--- config.mk ---
export PLATFORM = sky130hd
export DESIGN_NAME = dmem_arbiter
export DESIGN_NICKNAME = d
export VERILOG_FILES = /design/src/rtl/dmem_arb_pkg.sv /design/src/rtl/dmem_arbiter.sv
export SDC_FILE = /design/constraint.sdc
export NUM_CORES = 1
export LEC_CHECK = 0
export CAP_MARGIN = 0
export CORE_AREA = 2 2 120 122
export DETAILED_ROUTE_END_ITERATION = 10
export DIE_AREA = 0 0 122 124
export HOLD_SLACK_MARGIN = 0.15
export MAX_ROUTING_LAYER = met4
export PLACE_DENSITY = 0.78
export SYNTH_ARGS = -nofsm -noshare
export SYNTH_HDL_FRONTEND = slang
export SYNTH_SLANG_ARGS = --single-unit
--- constraint.sdc ---
create_clock -name clk -period 4.3 [get_ports clk]
set_clock_uncertainty 0.2 [all_clocks]
set_input_delay 1.29 -clock clk [delete_from_list [all_inputs] [get_ports clk]]
set_output_delay 1.29 -clock clk [all_outputs]
set_load 0.005 [all_outputs]
--- src/rtl/dmem_arb_pkg.sv ---
`default_nettype none
// ============================================================================
//  Module  : dmem_arb_pkg
//  Purpose : Shared types and constants for the data-memory arbiter.
//            - arb_state_t : arbiter FSM states
//            - OWNER_C/D   : round-robin owner encoding (CPU / DMA)
//            - DEFAULT_BURST_MAX, WORD_BYTES
//  Revision: 1.0  initial release
// ============================================================================
package dmem_arb_pkg;

  // Arbiter FSM: IDLE arbitrates single beats, BURST holds memory for DMA.
  typedef enum logic [0:0] {
    ST_IDLE  = 1'b0,
    ST_BURST = 1'b1
  } arb_state_t;

  // Identity of the port that most recently used the memory.
  localparam logic OWNER_C = 1'b0;
  localparam logic OWNER_D = 1'b1;

  // Default maximum number of beats in one DMA burst.
  localparam int DEFAULT_BURST_MAX = 8;

  // Bytes per memory word; burst beats advance the address by this amount.
  localparam int WORD_BYTES = 4;

endpackage : dmem_arb_pkg
`default_nettype wire

--- src/rtl/dmem_arbiter.sv ---
`default_nettype none
// ============================================================================
//  Module  : dmem_arbiter
//  Purpose : Shares a single-port data memory between the CPU datapath
//            (port c, single beat) and a DMA/loader engine (port d, single
//            beat or incrementing burst). Two-way round-robin arbitration;
//            a granted DMA burst keeps the memory until it finishes or is
//            aborted by dropping d_req. Grants and read data are
//            combinational (zero latency); writes commit at the clock edge
//            that ends the grant cycle.
//
//  Ports   :
//    clk        in   system clock
//    reset      in   synchronous, active-low reset
//    c_req      in   CPU access request
//    c_we       in   CPU write (1) / read (0)
//    c_addr     in   CPU byte address
//    c_wdata    in   CPU write data
//    c_gnt      out  CPU access performed this cycle
//    c_rdata    out  CPU read data (mem_dout while granted, else 0)
//    d_req      in   DMA request, held high for the whole burst
//    d_we       in   DMA write/read, evaluated per beat
//    d_addr     in   DMA burst base byte address, used on the first beat
//    d_len      in   DMA burst length in beats, used on the first beat
//    d_wdata    in   DMA write data for the current beat
//    d_gnt      out  DMA beat performed this cycle
//    d_rdata    out  DMA read data (mem_dout while granted, else 0)
//    d_beat     out  0-based index of the current DMA beat
//    d_last     out  current granted beat is the final one of the burst
//    mem_addr   out  memory byte address
//    mem_din    out  memory write data
//    mem_read   out  memory read strobe
//    mem_write  out  memory write strobe
//    mem_dout   in   memory asynchronous read data
//    busy       out  arbiter is inside a DMA burst
//  Revision: 1.0  initial release
// ============================================================================
module dmem_arbiter
  import dmem_arb_pkg::*;
#(
  parameter int BURST_MAX = DEFAULT_BURST_MAX,
  parameter int LEN_W     = $clog2(BURST_MAX + 1)
) (
  input  logic             clk,
  input  logic             reset,
  // CPU port
  input  logic             c_req,
  input  logic             c_we,
  input  logic [31:0]      c_addr,
  input  logic [31:0]      c_wdata,
  output logic             c_gnt,
  output logic [31:0]      c_rdata,
  // DMA port
  input  logic             d_req,
  input  logic             d_we,
  input  logic [31:0]      d_addr,
  input  logic [LEN_W-1:0] d_len,
  input  logic [31:0]      d_wdata,
  output logic             d_gnt,
  output logic [31:0]      d_rdata,
  output logic [LEN_W-1:0] d_beat,
  output logic             d_last,
  // Data memory
  output logic [31:0]      mem_addr,
  output logic [31:0]      mem_din,
  output logic             mem_read,
  output logic             mem_write,
  input  logic [31:0]      mem_dout,
  // Status
  output logic             busy
);

  localparam logic [LEN_W-1:0] c_len_one = LEN_W'(1);
  localparam logic [LEN_W-1:0] c_len_max = LEN_W'(BURST_MAX);

  // --------------------------------------------------------------------------
  // State
  // --------------------------------------------------------------------------
  arb_state_t       r_state;
  logic             r_last_owner;
  logic [LEN_W-1:0] r_beat;
  logic [31:0]      r_base;
  logic [LEN_W-1:0] r_len;

  arb_state_t       w_state_nxt;
  logic             w_owner_nxt;
  logic [LEN_W-1:0] w_beat_nxt;
  logic [31:0]      w_base_nxt;
  logic [LEN_W-1:0] w_len_nxt;

  logic [LEN_W-1:0] w_eff_len;
  logic [31:0]      w_burst_addr;
  logic [31:0]      w_d_addr;
  logic             w_c_wins;

  // --------------------------------------------------------------------------
  // Effective burst length: zero means a single beat, oversize requests are
  // clipped to BURST_MAX.
  // --------------------------------------------------------------------------
  always_comb begin
    w_eff_len = d_len;
    if (d_len == '0) begin
      w_eff_len = c_len_one;
    end else if (d_len > c_len_max) begin
      w_eff_len = c_len_max;
    end
  end

  // Burst beat address; 32-bit addition wraps naturally past 0xFFFFFFFF.
  assign w_burst_addr = r_base + (32'(r_beat) * 32'(WORD_BYTES));

  // Round-robin tie break: the CPU wins unless it was the previous owner.
  assign w_c_wins = c_req && (!d_req || (r_last_owner == OWNER_D));

  // --------------------------------------------------------------------------
  // Next-state and grant logic
  // --------------------------------------------------------------------------
  always_comb begin
    w_state_nxt = r_state;
    w_owner_nxt = r_last_owner;
    w_beat_nxt  = r_beat;
    w_base_nxt  = r_base;
    w_len_nxt   = r_len;
    c_gnt       = 1'b0;
    d_gnt       = 1'b0;
    d_last      = 1'b0;
    d_beat      = '0;
    w_d_addr    = '0;

    // While reset is asserted nothing is granted; the registers are being
    // cleared by the sequential block, so the next-state values are moot.
    if (reset) begin
      case (r_state)
        ST_IDLE: begin
          if (w_c_wins) begin
            c_gnt       = 1'b1;
            w_owner_nxt = OWNER_C;
          end else if (d_req) begin
            d_gnt    = 1'b1;
            w_d_addr = d_addr;
            if (w_eff_len == c_len_one) begin
              d_last      = 1'b1;
              w_owner_nxt = OWNER_D;
            end else begin
              // Beat 0 is performed now; the rest run from the latched base.
              w_base_nxt  = d_addr;
              w_len_nxt   = w_eff_len;
              w_beat_nxt  = c_len_one;
              w_state_nxt = ST_BURST;
            end
          end
        end

        ST_BURST: begin
          // The CPU is stalled for the whole burst.
          d_beat      = r_beat;
          w_d_addr    = w_burst_addr;
          if (d_req) begin
            d_gnt = 1'b1;
            if (r_beat == (r_len - c_len_one)) begin
              d_last      = 1'b1;
              w_state_nxt = ST_IDLE;
              w_owner_nxt = OWNER_D;
              w_beat_nxt  = '0;
            end else begin
              w_beat_nxt = r_beat + c_len_one;
            end
          end else begin
            // Abort: no memory access this cycle, release the memory.
            w_state_nxt = ST_IDLE;
            w_owner_nxt = OWNER_D;
            w_beat_nxt  = '0;
          end
        end

        default: begin
          w_state_nxt = ST_IDLE;
        end
      endcase
    end
  end

  // --------------------------------------------------------------------------
  // Memory drive and read-data return
  // --------------------------------------------------------------------------
  always_comb begin
    mem_addr  = '0;
    mem_din   = '0;
    mem_read  = 1'b0;
    mem_write = 1'b0;
    if (c_gnt) begin
      mem_addr  = c_addr;
      mem_din   = c_wdata;
      mem_read  = !c_we;
      mem_write = c_we;
    end else if (d_gnt) begin
      mem_addr  = w_d_addr;
      mem_din   = d_wdata;
      mem_read  = !d_we;
      mem_write = d_we;
    end
  end

  assign c_rdata = c_gnt ? mem_dout : '0;
  assign d_rdata = d_gnt ? mem_dout : '0;
  assign busy    = (r_state == ST_BURST);

  // --------------------------------------------------------------------------
  // State registers
  // --------------------------------------------------------------------------
  always_ff @(posedge clk) begin
    if (!reset) begin
      r_state      <= ST_IDLE;
      r_last_owner <= OWNER_D;   // CPU wins the first tie after reset
      r_beat       <= '0;
      r_base       <= '0;
      r_len        <= '0;
    end else begin
      r_state      <= w_state_nxt;
      r_last_owner <= w_owner_nxt;
      r_beat       <= w_beat_nxt;
      r_base       <= w_base_nxt;
      r_len        <= w_len_nxt;
    end
  end

endmodule : dmem_arbiter
`default_nettype wire

==> results.sh, run 1 <==
export IMPL_status="complete, no violations"
export IMPL_rr_worst_depth=6
export IMPL_swShare=0.291
export IMPL_ys_flop_type="dfxtp_1"
export IMPL_die_h_um=124
export IMPL_top_layer="met4"
export IMPL_fin_cells=1048
export IMPL_multi_input_area_um2=2870
export IMPL_wl_per_cell_um=19.6
export IMPL_powerDensity_nw_per_um2=182
export IMPL_crit_start="reset"
export IMPL_r2r_end="r_base[7]"
export IMPL_postPlaceCellArea_um2=7290
export IMPL_slew_headroom=0.507
export IMPL_nets=1040
export IMPL_period_share=0.976
export IMPL_num_vias=5308
export IMPL_r2r_start="busy"
export IMPL_grt_usage=0.266
export IMPL_synthArstFlopShare=0
export IMPL_crit_fanout=15
export IMPL_synth_warnings=0
export IMPL_min_from="r_base[5]"
export IMPL_hold_class="flop to flop"
export IMPL_met2_wirelength_um=10100
export IMPL_tritoncts="done"
export IMPL_worst_pin_slew_ns=0.737
export IMPL_ir_drop_mv=0.150
export IMPL_met3_length_um=1680
export IMPL_antenna_found_initial=4
export IMPL_hold_viol=0
export IMPL_area_growth_pct=103
export IMPL_netlist_area_um2=3870
export IMPL_max_freq_mhz=238
export IMPL_synthTopCellsByCount="nand2_1 (91), and2_1 (67), dfxtp_1 (42)"
export IMPL_numCtsBuffers=5
export IMPL_leakagePower_nw=3.57
export IMPL_cts_root_buf="clkbuf_16"
export IMPL_cap_violations=0
export IMPL_grt_pass1_vias=5083
export IMPL_synth_cells=525
export IMPL_layout_min_cycle_time_ns=4.20
export IMPL_startpoint_type="input port"
export IMPL_endpoint_kind="primary output"
export IMPL_p_seq_frac=0.309
export IMPL_pwr_share_clk=0.268
export IMPL_ctsLongestPathBuffers=2
export IMPL_post_dp_hpwl_um=15300
export IMPL_hold_depth=2
export IMPL_start_util=0.282
export IMPL_portBuffers=307
export IMPL_yosysTopAreaCellShare=0.217
export IMPL_place_congestion=0.925
export IMPL_synth_edf_count=0
export IMPL_overflow=0
export IMPL_ios=308
export IMPL_final_area_um2=7840
export IMPL_clock_sinks=42
export IMPL_comb_power_share=0.423
export IMPL_switching_power_mw=0.416
export IMPL_grt_pass1_wl_um=29900
export IMPL_fin_setup_tns_ns=0
export IMPL_yosysUniqueCellTypes=60
export IMPL_r2r_setup_slack_ns=1.65
export IMPL_yosysTopAreaCell="dfxtp_1"
export IMPL_die_x_um=122
export IMPL_drive_gt1_frac=0.127
export IMPL_clock_latency_ns=0.28
export IMPL_coreArea_um2=13700
export IMPL_setup_viol=0
export IMPL_yosysSeqAreaShare=0.217
export IMPL_route_detailed_drc=0
export IMPL_htree_levels=2
export IMPL_intPower_mw=1.01
export IMPL_first_iter_violations=263
export IMPL_rows=43
export IMPL_ff_latch_area_um2=842
export IMPL_ys_ff_latch=42
export IMPL_avgViaCountPerCell=5.06
export IMPL_dp_cells=1004
export IMPL_wl_met1_um=8530
export IMPL_wl_um=20500
export IMPL_clk_pin_slew_ns=0.06
export IMPL_crit_arrival_ns=2.71
export IMPL_hold_end="r_base[5]"
export IMPL_report_final_slew_viol_count=0
export IMPL_fillers=1323
export IMPL_power_mw=1.43
export IMPL_drtPass1Iterations=5
export IMPL_detail_route_antenna_nets=0
export IMPL_synthMostInstantiatedCell="nand2_1"
export IMPL_dieArea_um2=15100
export IMPL_grt_max_degree=35
export IMPL_avgSynthCellArea_um2=7.36
export IMPL_synthesis_nets=702
export IMPL_yosys_top_cells_area="dfxtp_1 (22%), and2_1 (11%), nand2_1 (8.8%)"
export IMPL_cp_required_ns=2.81
export IMPL_critPathKind="input port to primary output"
-- worst max-delay path, stage by stage --
cell	delay, ns
buf_2	0.13
nand2_2	0.06
o21bai_4	0.18
inv_4	0.12
buf_6	0.13
buf_12	0.14
and2_1	0.13
clkdlybuf4s50_1	0.53
-- per-stage QoR --
step | hold slack, ns | setup WS (ns) | utilization
floorplan | 0.244 | 0.326 | -
global placement | 0.252 | -0.580 | 0.532
detailed placement | 0.265 | -0.626 | 0.532
CTS | 0.273 | -0.0401 | 0.562
global route | 0.295 | -0.0240 | 0.571
finish | 0.279 | 0.104 | 0.571
-- sequential cells by signal, indices dropped and copies added (netlist names) --
signal	cells
r_beat	4
busy	1
r_last_owner	1
r_len	4
r_base	32
-- logic make-up (layout without fill, tap and decap cells) --
kind of cell | Yosys count | in the layout | share of synthesized area
AOI/OAI and AO/OA | 161 | 161 | 0.304
xor gates and xnor gates | 28 | 28 | 0.0670
adders and majority gates | 7 | 7 | 0.0246
buffers and inverters | 52 | 391 | 0.0615
DFF | 42 | 42 | 0.217
muxes | 3 | 3 | 0.00809
other | 0 | 4 | 0
and+or+nand+nor | 232 | 232 | 0.318
-- placed cells by master (no fill, tap or decap), types with 18 or more instances in the layout --
master / count
o21ai_0: 27
dfxtp_1: 41
and2_1: 66
clkdlybuf4s50_1: 182
xor2_1: 18
a22o_1: 32
a22oi_1: 26
a21boi_0: 21
dlygate4sd2_1: 115
buf_4: 42
nand2_1: 88
-- routing by layer --
layer / vias up / track usage
met5: - / -
met4: 0 / 0.0603
met3: 16 / 0.0549
met2: 229 / 0.449
met1: 2512 / 0.328
li1: 2551 / -
-- power groups by stage --
stage	clock network (mW)	logic (mW)	registers [mW]
after CTS	0.393	0.591	0.440
after detailed placement	0	0.586	0.447
after global routing	0.409	0.648	0.445
after floorplan	0	0.200	0.441
final	0.382	0.604	0.441
after global placement	0	0.582	0.446
-- final cells by class --
type / count / area share
repair buffers: 371 / 0.471
inverters: 12 / 0.00607
flip-flops and latches: 42 / 0.107
multi-input cells: 431 / 0.366
clock inverters: 1 / 0.000638
well taps: 180 / 0.0287
diodes: 4 / 0.00128
clock buffers: 7 / 0.0182
-- worst max path at each step --
stage,to,slack [ns],depth (start not counted)
detailed placement,mem_addr[26],-0.63,8
global route,mem_addr[30],-0.02,11
global placement,mem_din[1],-0.58,7
CTS,mem_din[22],-0.04,7
floorplan,mem_addr[26],0.33,7
finish,d_rdata[7],0.10,8
-- timing repair --
action | 4_1_cts | 5_1_grt
endpoints found under the setup margin | 135 | 16
gates cloned | 6 | 1
pin swaps | 5 | 3
resized for setup | 169 | 12
buffers inserted | 15 | 10
endpoints found under the hold margin | 0 | 0
hold buffers | 0 | 0
(Power assumes the default switching activity.)
==> run 2: changes to the inputs <==
GPL_TIMING_DRIVEN = 0   (was unset)
==> run 2 against run 1 <==
Sequential share of layout area grew 0.084 points; combinational power is essentially flat; via count shrank 0.55%; wire length grew 1.5%; count of clock-buffer cells in the layout is the same; register-to-register slack gained 0.42 ns; global-route usage grew 0.22 points; core utilization shrank 0.19 points; critical path depth grew 2; sequential power is essentially flat; clock power shrank 4%; critical endpoint is now c_rdata[23]; largest power group unchanged.
==> results.sh, run 2 (synthesis gave the netlist of run 1 again) <==
export IMPL_status="complete, no violations"
export IMPL_endpoint_kind="primary output"
export IMPL_max_flop_register="r_base"
export IMPL_period_share=0.991
export IMPL_cp_required_ns=2.81
export IMPL_wl_um=20800
export IMPL_htree_levels=2
export IMPL_final_common_cell="clkdlybuf4s50_1"
export IMPL_drive_gt1_frac=0.116
export IMPL_dieArea_um2=15100
export IMPL_detail_route_antenna_nets=0
export IMPL_clk_pin_slew_ns=0.06
export IMPL_critPathKind="input port to primary output"
export IMPL_numCtsBuffers=5
export IMPL_dpl_worst_slack_ns=-1.26
export IMPL_leakagePower_nw=3.68
export IMPL_crit_fanout=6
export IMPL_grt_usage=0.268
export IMPL_tritoncts="done"
export IMPL_rsz0062_at_grt="yes"
export IMPL_grt_pass1_wl_um=29900
export IMPL_cts_root_buf="clkbuf_16"
export IMPL_num_vias=5279
export IMPL_clock_latency_ns=0.28
export IMPL_slew_headroom=0.613
export IMPL_worst_slack_ns=0.0400
export IMPL_grt_pass1_vias=5124
export IMPL_first_iter_violations=418
export IMPL_post_dp_hpwl_um=16600
export IMPL_final_cell_mix="clkdlybuf4s50_1 (180), nand2_1 (89), dlygate4sd2_1 (76)"
export IMPL_nets=1038
export IMPL_avgViaCountPerCell=5.05
export IMPL_powerDensity_nw_per_um2=181
export IMPL_largest_register_ffs=32
export IMPL_drtPass1Iterations=4
export IMPL_ctsLongestPathBuffers=2
export IMPL_worst_pin_slew_ns=0.580
export IMPL_report_final_slew_viol_count=0
export IMPL_portBuffers=306
export IMPL_rows=43
export IMPL_ir_drop_mv=0.152
export IMPL_layout_min_cycle_time_ns=4.26
export IMPL_max_freq_mhz=235
export IMPL_area_growth_pct=102
export IMPL_fillers=1276
export IMPL_hold_viol=0
export IMPL_route_detailed_drc=0
export IMPL_setup_viol=0
export IMPL_start_util=0.282
export IMPL_power_mw=1.41
export IMPL_largestRegisters="r_base: 32 flops, r_beat: 4 flops, r_len: 4 flops"
export IMPL_grt_max_degree=12
export IMPL_ios=308
export IMPL_coreArea_um2=13700
export IMPL_place_congestion=0.919
export IMPL_cap_violations=0
export IMPL_crit_arrival_ns=2.77
export IMPL_fin_setup_tns_ns=0
export IMPL_wl_per_cell_um=19.9
export IMPL_antenna_found_initial=4
export IMPL_die_h_um=124
export IMPL_clock_sinks=42
export IMPL_die_x_um=122
export IMPL_overflow=0
export IMPL_hold_class="flop to flop"
export IMPL_startpoint_type="input port"
## run 2: changes by cell type in the layout (fill, tap and decap cells not counted), sizes merged
cell           before  now
dlygate4sd2       115   76
bufbuf              2    1
buf                66   50
diode               4    5
clkdlybuf4s15       0   19
dlymetal6s2s        3   26
clkbuf             10   24
clkdlybuf4s50     182  180
clkinv              1    0
## run 2: worst paths after layout
kind | startpoint | end | slack (ns) | depth (start not counted)
worst max-delay path | reset | c_rdata[23] | 0.04 | 10
worst min-delay path | r_base[1] | r_base[1] | 0.27 | 2
worst max register to register | busy | r_base[5] | 2.07 | 8
worst min register to register | r_base[1] | r_base[1] | 0.27 | 2
## run 2: power by group
group	internal [mW]	switching, mW	leakage [nW]
clock	0.213	0.154	0.0640
combinational	0.366	0.240	3.27
sequential	0.412	0.0274	0.344
## run 2: final cells by class
| type | instances | area [µm²] | share of cell area |
|---|---|---|---|
| Multi-Input combinational cell | 431 | 2880 | 0.368 |
| Buffer | 38 | 383 | 0.0490 |
| Tap cell | 180 | 225 | 0.0288 |
| Clock buffer | 7 | 133 | 0.0170 |
| Sequential cell | 42 | 846 | 0.108 |
| Timing Repair Buffer | 331 | 3290 | 0.421 |
| Antenna cell | 5 | 12.5 | 0.00160 |
| Inverter | 12 | 47.5 | 0.00609 |
## run 2: through the flow
stage / hold WS [ns] / area, µm² / util / cells
floorplan: 0.244 / 3870 / - / 525
global placement: 0.255 / 7150 / 0.521 / 1011
detailed placement: 0.265 / 7150 / 0.521 / 1011
CTS: 0.273 / 7660 / 0.559 / 1038
global route: 0.293 / 7810 / 0.569 / 1045
finish: 0.271 / 7810 / 0.569 / 1046
## run 2: critical path, stage by stage
cell           delay [ns]
buf_2                0.11
buf_6                0.11
nor2b_4              0.12
and3_4               0.20
buf_6                0.12
buf_8                0.13
clkbuf_8             0.14
buf_4                0.13
and2_1               0.15
dlygate4sd2_1        0.26
## run 2: layer usage
metal / vias to the layer above / global-route usage / routed length, µm
met2: 223 / 0.461 / 10300
met5: - / - / 0
met3: 25 / 0.0499 / 1500
li1: 2547 / - / -
met4: 0 / 0.0682 / 331
met1: 2484 / 0.325 / 8650
## run 2: what timing repair did
action,CTS,global route
resized for setup,214,51
setup buffers,16,4
hold endpoints to repair,0,0
setup endpoints to repair,134,61
cloned,5,0
hold buffers,0,0
pin swaps,7,4
